### src/rtl/phy_cfg_sequencer.sv
// Sequences runtime changes of the PHY Speed/Line_loop_en settings. The MAC is held off
// until TX/RX are quiet, the new settings are applied, and the MAC is released after a settle time.
module phy_cfg_sequencer #(
  parameter logic [2:0] RESET_SPEED = 3'b100,
  parameter int         QUIET_CYC   = 16,
  parameter int         SETTLE_CYC  = 64,
  parameter int         TIMEOUT_CYC = 4096,
  parameter int         CNT_W       = 16
) (
  input  logic       Clk,
  input  logic       Reset_n,
  input  logic       Cfg_req,
  input  logic [2:0] Cfg_speed,
  input  logic       Cfg_loop_en,
  input  logic       MTxEn,
  input  logic       Rx_dv,
  output logic [2:0] Speed,
  output logic       Line_loop_en,
  output logic       Tx_hold,
  output logic       Cfg_busy,
  output logic       Cfg_done,
  output logic       Cfg_err
);

  typedef enum logic [2:0] {
    IDLE   = 3'd0,
    HOLD   = 3'd1,
    APPLY  = 3'd2,
    SETTLE = 3'd3,
    DONE   = 3'd4,
    ERR    = 3'd5
  } state_t;

  localparam logic [CNT_W-1:0] QUIET_LIM   = CNT_W'(QUIET_CYC);
  localparam logic [CNT_W-1:0] SETTLE_LIM  = CNT_W'(SETTLE_CYC);
  localparam logic [CNT_W-1:0] TIMEOUT_LIM = CNT_W'(TIMEOUT_CYC);

  state_t           state_q;
  logic [2:0]       speed_q, shadowSpeed_q;
  logic             loop_q, shadowLoop_q;
  logic             txHold_q, busy_q, done_q, err_q;
  logic [CNT_W-1:0] quiet_q, to_q, settle_q;
  logic [CNT_W-1:0] quiet_d, to_d, settle_d;

  function automatic logic [CNT_W-1:0] satInc(input logic [CNT_W-1:0] v);
    return (&v) ? v : v + CNT_W'(1);
  endfunction

  // Any TX or RX activity breaks the quiet run; it has to start over from zero.
  always_comb begin
    quiet_d  = (MTxEn || Rx_dv) ? '0 : satInc(quiet_q);
    to_d     = satInc(to_q);
    settle_d = satInc(settle_q);
  end

  always_ff @(posedge Clk or negedge Reset_n) begin
    if (!Reset_n) begin
      state_q       <= IDLE;
      speed_q       <= RESET_SPEED;
      loop_q        <= 1'b0;
      shadowSpeed_q <= RESET_SPEED;
      shadowLoop_q  <= 1'b0;
      txHold_q      <= 1'b0;
      busy_q        <= 1'b0;
      done_q        <= 1'b0;
      err_q         <= 1'b0;
      quiet_q       <= '0;
      to_q          <= '0;
      settle_q      <= '0;
    end else begin
      done_q <= 1'b0;
      err_q  <= 1'b0;
      case (state_q)
        IDLE: begin
          if (Cfg_req) begin
            shadowSpeed_q <= Cfg_speed;
            shadowLoop_q  <= Cfg_loop_en;
            busy_q        <= 1'b1;
            if (!$onehot(Cfg_speed)) begin
              state_q <= ERR;
              err_q   <= 1'b1;
            end else if (Cfg_speed == speed_q && Cfg_loop_en == loop_q) begin
              state_q <= DONE;
              done_q  <= 1'b1;
            end else begin
              state_q  <= HOLD;
              txHold_q <= 1'b1;
              quiet_q  <= '0;
              to_q     <= '0;
            end
          end
        end
        // A quiet run that completes on the timeout cycle still wins.
        HOLD: begin
          quiet_q <= quiet_d;
          to_q    <= to_d;
          if (quiet_d >= QUIET_LIM) begin
            state_q <= APPLY;
          end else if (to_d >= TIMEOUT_LIM) begin
            state_q  <= ERR;
            txHold_q <= 1'b0;
            err_q    <= 1'b1;
          end
        end
        APPLY: begin
          speed_q  <= shadowSpeed_q;
          loop_q   <= shadowLoop_q;
          settle_q <= '0;
          state_q  <= SETTLE;
        end
        SETTLE: begin
          settle_q <= settle_d;
          if (settle_d >= SETTLE_LIM) begin
            state_q  <= DONE;
            txHold_q <= 1'b0;
            done_q   <= 1'b1;
          end
        end
        DONE, ERR: begin
          state_q <= IDLE;
          busy_q  <= 1'b0;
        end
        default: begin
          state_q  <= IDLE;
          txHold_q <= 1'b0;
          busy_q   <= 1'b0;
        end
      endcase
    end
  end

  assign Speed        = speed_q;
  assign Line_loop_en = loop_q;
  assign Tx_hold      = txHold_q;
  assign Cfg_busy     = busy_q;
  assign Cfg_done     = done_q;
  assign Cfg_err      = err_q;

endmodule
### config.mk
export PLATFORM = sky130hd
export DESIGN_NAME = phy_cfg_sequencer
export DESIGN_NICKNAME = d
export VERILOG_FILES = /design/src/rtl/phy_cfg_sequencer.sv
export SDC_FILE = /design/constraint.sdc
export NUM_CORES = 1
export LEC_CHECK = 0
export ABC_AREA = 1
export CAP_MARGIN = 20
export CORE_UTILIZATION = 60
export CTS_BUF_LIST = sky130_fd_sc_hd__clkbuf_4
export DETAILED_ROUTE_END_ITERATION = 12
export PLACE_DENSITY = 0.79
export REMOVE_ABC_BUFFERS = 1
export SKIP_CTS_REPAIR_TIMING = 1
export SYNTH_ARGS = -nofsm -noshare
export SYNTH_HDL_FRONTEND = slang
export SYNTH_SLANG_ARGS = --single-unit
### constraint.sdc
create_clock -name Clk -period 3 [get_ports Clk]
set_input_delay 0.3 -clock Clk [delete_from_list [all_inputs] [get_ports Clk]]
set_output_delay 0.3 -clock Clk [all_outputs]
set_load 0.01 [all_outputs]
==> flow_metrics.env, run 1 <==
export IMPL_clock_sinks=63
export IMPL_synth_ff_type="dfrtp_1"
export IMPL_grt_usage_pct=28.8
export IMPL_cts_tree="built"
export IMPL_reg2reg_to="state_q[0]"
export IMPL_fin_ws_ns=0.726
export IMPL_p_switching_uw=379
export IMPL_grt_antenna_before_repair=0
export IMPL_r2r_cells=14
export IMPL_synthTopCellsByArea="dfrtp_1 38%, nand2_1 15%, inv_1 7.3%"
export IMPL_fin_util_pct=70.5
export IMPL_r2r_slack_ns=0.73
export IMPL_period_share_pct=75.8
export IMPL_startpoint="quiet_q[0]"
export IMPL_final_hold_violation_count=0
export IMPL_syn_area_um2=4050
export IMPL_drive_gt1_share_pct=9.53
export IMPL_async_flop_share_pct=100
export IMPL_min_period_ns=2.27
export IMPL_drt_total_wl_mm=9.54
export IMPL_grt_overflow=0
export IMPL_row_count=29
export IMPL_critPathRequiredTime_ns=3.35
export IMPL_setup_tns_ns=0
export IMPL_die_y_um=84.1
export IMPL_p_clk_share_pct=45.7
export IMPL_max_freq_mhz=440
export IMPL_yosysWarnings=0
export IMPL_die_area_um2=7080
export IMPL_first_iter_violations=208
export IMPL_synth_seq_cells=63
export IMPL_maxCapViolations=0
export IMPL_numCtsBuffers=9
export IMPL_drv_slew=0
export IMPL_fin_skew_ns=0.00809
export IMPL_path_class="reg2reg"
export IMPL_vias=3926
export IMPL_synth_area_per_cell_um2=6.92
export IMPL_wl_per_cell_um=13.7
export IMPL_dp_hpwl_mm=7.23
export IMPL_dp_slack_ns=0.432
export IMPL_fill_cells=545
export IMPL_start_util_pct=63.0
export IMPL_yosysTopAreaCell="dfrtp_1"
export IMPL_clock_root_buffer="clkbuf_4"
export IMPL_core_um2=6420
export IMPL_p_int_uw=1290
export IMPL_syn_inst=585
export IMPL_io_buffer_count=16
export IMPL_synth_cell_types=32
export IMPL_finalSetupViolCount=0
export IMPL_status="finished, violations left"
export IMPL_cp_max_fo=5
export IMPL_startpoint_type="flop"
export IMPL_vias_per_cell=5.64
export IMPL_area_delta_synth_final_pct=11.8
export IMPL_die_w_um=84.1
export IMPL_clkLatencyLatePin_ns=0.40
export IMPL_swShare_pct=22.7
export IMPL_worst_pin_slew_ns=0.645
export IMPL_nNetsFinal=627
export IMPL_place_gp_congestion=0.933
export IMPL_synth_top_area_share_pct=37.7
export IMPL_grt_pass1_vias=3719
export IMPL_rsz0062_at_grt="false"
export IMPL_grt_pass1_wl_mm=16.4
export IMPL_max_slew_margin_pct=57.0
export IMPL_clkSlewWorstSetupHoldPaths_ns=0.12
export IMPL_power_density_nw_per_um2=369
export IMPL_power_total_uw=1670
export IMPL_firstDrtPassIters=9
export IMPL_ir_worst_vdd_uv=293
export IMPL_crit_end="state_q[0]"
export IMPL_regToRegStartpoint="quiet_q[0]"
export IMPL_grt_max_degree=24
export IMPL_drc_errors=2
export IMPL_worstPathArrival_ns=2.62
export IMPL_hold_class="in2async"
export IMPL_combPwrFrac_pct=3.5
export IMPL_seq_area_frac_synth_pct=39.0
export IMPL_synth_edff_count=0
export IMPL_num_antenna_cells=0
export IMPL_htree_levels=3
export IMPL_ant_nets=0
export IMPL_leakage_uw=0.00246
export IMPL_clockBufferDepth=2
export IMPL_crit_path_end_kind="flop"
export IMPL_power_share_sequential_pct=50.8
export IMPL_violations="DRC"
export IMPL_num_io_pins=17
==> cell families after synthesis <==
logic type | count (synthesis) | share of synthesized area [%]
AOI/OAI and AO/OA | 79 | 10.8
xor gates and xnor gates | 14 | 3.03
adders and majority gates | 4 | 1.42
buffers and inverters | 87 | 8.16
DFF | 63 | 39.0
muxes | 3 | 0.834
and+or+nand+nor | 335 | 36.7
==> worst max-delay path, cell delays in order, from the launching register on <==
cell and delay [ns]:
dfrtp_1 0.45, ha_1 0.27, nand3_2 0.14, inv_1 0.09, nand2_2 0.10, inv_1 0.05
nand2_1 0.17, nand3_1 0.10, nand2_1 0.10, nand2_1 0.06, nor2_1 0.25, nand4_1 0.21
nand2_1 0.11, nand3_1 0.07, nand2_1 0.06
==> cells in the mapped netlist (4+ instances only) <==
| cell | instances |
|---|---|
| xor2_1 | 13 |
| nand2_2 | 7 |
| a21oi_1 | 14 |
| o21ai_0 | 36 |
| nand4_1 | 15 |
| inv_1 | 79 |
| dfrtp_1 | 61 |
| o22ai_1 | 21 |
| nor2_1 | 71 |
| nor2_4 | 4 |
| nand3_1 | 49 |
| clkbuf_1 | 4 |
| nor2_2 | 11 |
| nand2_1 | 160 |
| nor3_1 | 8 |
| nand3_2 | 4 |
==> cell usage in the layout, fill, tap and decap left out, types with 3 or more instances in the layout <==
cell	synthesis	routed
nand3_2	4	4
nor2_1	71	71
o22ai_1	21	21
nor2_2	11	11
o21ai_0	36	36
a21oi_1	14	14
o21ai_1	3	3
dfrtp_1	61	61
nor3_1	8	8
nand4_1	15	15
inv_1	79	79
nand2_2	7	7
mux2_2	3	3
ha_1	3	3
buf_4	0	8
nand2_1	160	160
clkbuf_4	0	9
nor2_4	4	4
nand3_1	49	49
clkdlybuf4s50_1	0	15
bufinv_16	0	3
xor2_1	13	13
==> power by group through the flow <==
stage	Clock, uW	Combinational (uW)	Sequential (uW)
2_1_floorplan	0	19.7	866
3_3_place_gp	0	57.5	865
3_5_place_dp	0	58.6	865
4_1_cts	778	58.7	849
5_1_grt	807	66.5	849
6_report	765	58.5	849
==> per-layer routing <==
layer | vias to the layer above | track usage (%) | routed length [um]
li1 | 1959 | - | -
met1 | 1847 | 37.6 | 4240
met2 | 105 | 48.4 | 4710
met3 | 15 | 4.13 | 422
met4 | 0 | 12.1 | 177
met5 | - | 0 | 0
==> final cells by class <==
class	count	area [um^2]	share of cell area, %
multi-input cells	435	2140	47.3
flip-flops and latches	63	1580	34.9
inverters	80	300	6.63
repair buffers	25	225	4.97
clock inverters	7	120	2.65
well taps	77	96.3	2.13
clock buffers	9	67.6	1.49
==> worst min-delay path by stage <==
stage	from	end	slack, ns	depth (start not counted)
after floorplan	Reset_n	Cfg_busy	0.004	0
after global placement	Reset_n	quiet_q[15]	0.29	1
after detailed placement	Reset_n	quiet_q[15]	0.30	1
after CTS	Reset_n	quiet_q[15]	-0.16	1
after global routing	Reset_n	quiet_q[15]	0.41	2
final	Reset_n	quiet_q[11]	0.40	2
==> through the flow <==
step,hold WS [ns],instance area [um^2],std cells
2_1_floorplan,0.00441,4020,578
3_3_place_gp,0.286,4330,679
3_5_place_dp,0.296,4330,679
4_1_cts,-0.158,4520,695
5_1_grt,0.408,4530,696
6_report,0.395,4530,696
==> flip-flops by register name, indices dropped and copies added (netlist names), 3 cells and up <==
name,flops
state_q,3
to_q,16
Speed,3
settle_q,16
quiet_q,16
shadowSpeed_q,3
Power figures use the tool's default switching activity.
==> run 2: changes to the inputs <==
CORE_UTILIZATION = 57   (was 60)
clock period = 2.05 ns   (was 3 ns; I/O delays follow)
==> flow_metrics.env, run 2 (same netlist as run 1, synthesis figures left out) <==
export IMPL_seqCellArea_um2=1580
export IMPL_rsz0062_at_grt="true"
export IMPL_area_delta_synth_final_pct=23.5
export IMPL_grt_usage_pct=29.1
export IMPL_startpoint_type="flop"
export IMPL_die_y_um=86.3
export IMPL_drv_slew=0
export IMPL_combPwrFrac_pct=4.7
export IMPL_worst_path_buf_inv=3
export IMPL_final_hold_violation_count=0
export IMPL_clock_root_buffer="clkbuf_4"
export IMPL_place_inst=724
export IMPL_clockBufferDepth=2
export IMPL_fill_cells=561
export IMPL_fin_skew_ns=0.0258
export IMPL_status="finished clean"
export IMPL_power_total_uw=2320
export IMPL_cp_cell_sequence="ha_4 -> nand3_4 -> buf_6 -> xor2_1 -> o21ai_1 -> o21ai_0 -> nor2_2 -> buf_6 -> nand4_1 -> inv_1 -> nand2_1 -> o21ai_1"
export IMPL_grt_pass1_vias=3843
export IMPL_r2r_cells=12
export IMPL_critPathRequiredTime_ns=2.40
export IMPL_swShare_pct=23.6
export IMPL_vias=4240
export IMPL_final_common_cell="nand2_1"
export IMPL_hold_class="in2async"
export IMPL_ant_nets=0
export IMPL_final_cell_mix="148 x nand2_1, 73 x inv_1, 60 x dfrtp_1, 60 x nor2_1, 44 x nand3_1"
export IMPL_wl_per_cell_um=14.1
export IMPL_p_int_uw=1770
export IMPL_row_count=30
export IMPL_grt_max_degree=38
export IMPL_min_period_ns=2.05
export IMPL_clkLatencyLatePin_ns=0.42
export IMPL_design_area_um2=5000
export IMPL_dp_hpwl_mm=7.35
export IMPL_max_stage_delay_ns=0.43
export IMPL_p_clk_share_pct=41.8
export IMPL_place_area_um2=4570
export IMPL_grt_overflow=0
export IMPL_path_class="reg2reg"
export IMPL_power_density_nw_per_um2=464
export IMPL_place_gp_congestion=0.977
export IMPL_crit_slowest_cell="dfrtp_1"
export IMPL_ir_worst_vdd_uv=465
export IMPL_top_regs="quiet_q (16), settle_q (16), to_q (16)"
export IMPL_p_switching_uw=548
export IMPL_grt_antenna_before_repair=0
export IMPL_finalSetupViolCount=0
export IMPL_whs_ns=0.323
export IMPL_reg2reg_to="Cfg_err"
export IMPL_power_share_sequential_pct=53.5
export IMPL_period_share_pct=99.8
export IMPL_num_io_pins=17
export IMPL_cp_max_fo=3
export IMPL_startpoint="quiet_q[1]"
export IMPL_worstPathArrival_ns=2.40
export IMPL_drc_errors=0
export IMPL_regToRegStartpoint="quiet_q[1]"
export IMPL_worst_pin_slew_ns=0.631
export IMPL_max_slew_margin_pct=57.9
export IMPL_io_buffer_count=16
export IMPL_nNetsFinal=663
export IMPL_htree_levels=3
export IMPL_vias_per_cell=5.65
export IMPL_fin_cells=750
export IMPL_setup_tns_ns=0
export IMPL_first_iter_violations=241
export IMPL_critical_path_top_delay_family="simple AND/OR/NAND/NOR gates"
export IMPL_clock_sinks=63
export IMPL_drive_gt1_share_pct=20.8
export IMPL_r2r_slack_ns=0.004
export IMPL_numCtsBuffers=9
export IMPL_leakage_uw=0.00264
export IMPL_max_freq_mhz=489
export IMPL_firstDrtPassIters=5
export IMPL_crit_path_end_kind="flop"
export IMPL_die_area_um2=7440
export IMPL_maxCapViolations=0
export IMPL_multi_input_area_um2=2310
export IMPL_drt_total_wl_mm=10.6
export IMPL_num_antenna_cells=0
export IMPL_clkSlewWorstSetupHoldPaths_ns=0.13
export IMPL_grt_pass1_wl_mm=17.0
export IMPL_core_um2=6830
export IMPL_die_w_um=86.3
export IMPL_cts_tree="built"
export IMPL_start_util_pct=59.3
[run 2: cell type report]
type | instances | share of cell area (%)
inverters | 80 | 6.00
well taps | 96 | 2.40
flip-flops and latches | 63 | 31.6
clock buffers | 9 | 1.35
repair buffers | 61 | 10.7
multi-input cells | 435 | 46.2
clock inverters | 6 | 1.73
[run 2: how the worst max path moves through the flow]
| stage | depth (start not counted) | endpoint | slack [ns] |
|---|---|---|---|
| global placement | 10 | to_q[1] | -0.17 |
| floorplan | 15 | state_q[0] | 0.12 |
| detailed placement | 10 | to_q[1] | -0.21 |
| global route | 12 | Cfg_err | -0.14 |
| finish | 12 | Cfg_err | 0.004 |
| CTS | 15 | state_q[0] | -0.06 |
[run 2: power groups by stage]
stage               clock, uW  combinational, uW  sequential (uW)
floorplan                   0               28.9             1270
global placement            0               96.0             1270
detailed placement          0               97.3             1270
CTS                       986               97.8             1240
global route             1040                122             1240
finish                    969                109             1240
[run 2: per-layer routing]
metal / GRT usage, % / routed length (um)
met1: 38.2 / 4600
met4: 12.7 / 331
met5: 0 / 0
met2: 48.4 / 5050
met3: 3.62 / 622
[run 2: per-stage QoR]
step	utilization (%)	setup slack (ns)
detailed placement	67.0	-0.214
global placement	67.0	-0.170
CTS	69.2	-0.0580
global route	73.2	-0.136
floorplan	-	0.116
finish	73.2	0.00355
==> run 3: changes to the inputs <==
SLEW_MARGIN = 20   (was default)
==> results of run 3 <==
Final layout, timing and power as in run 2 (identical DEF).
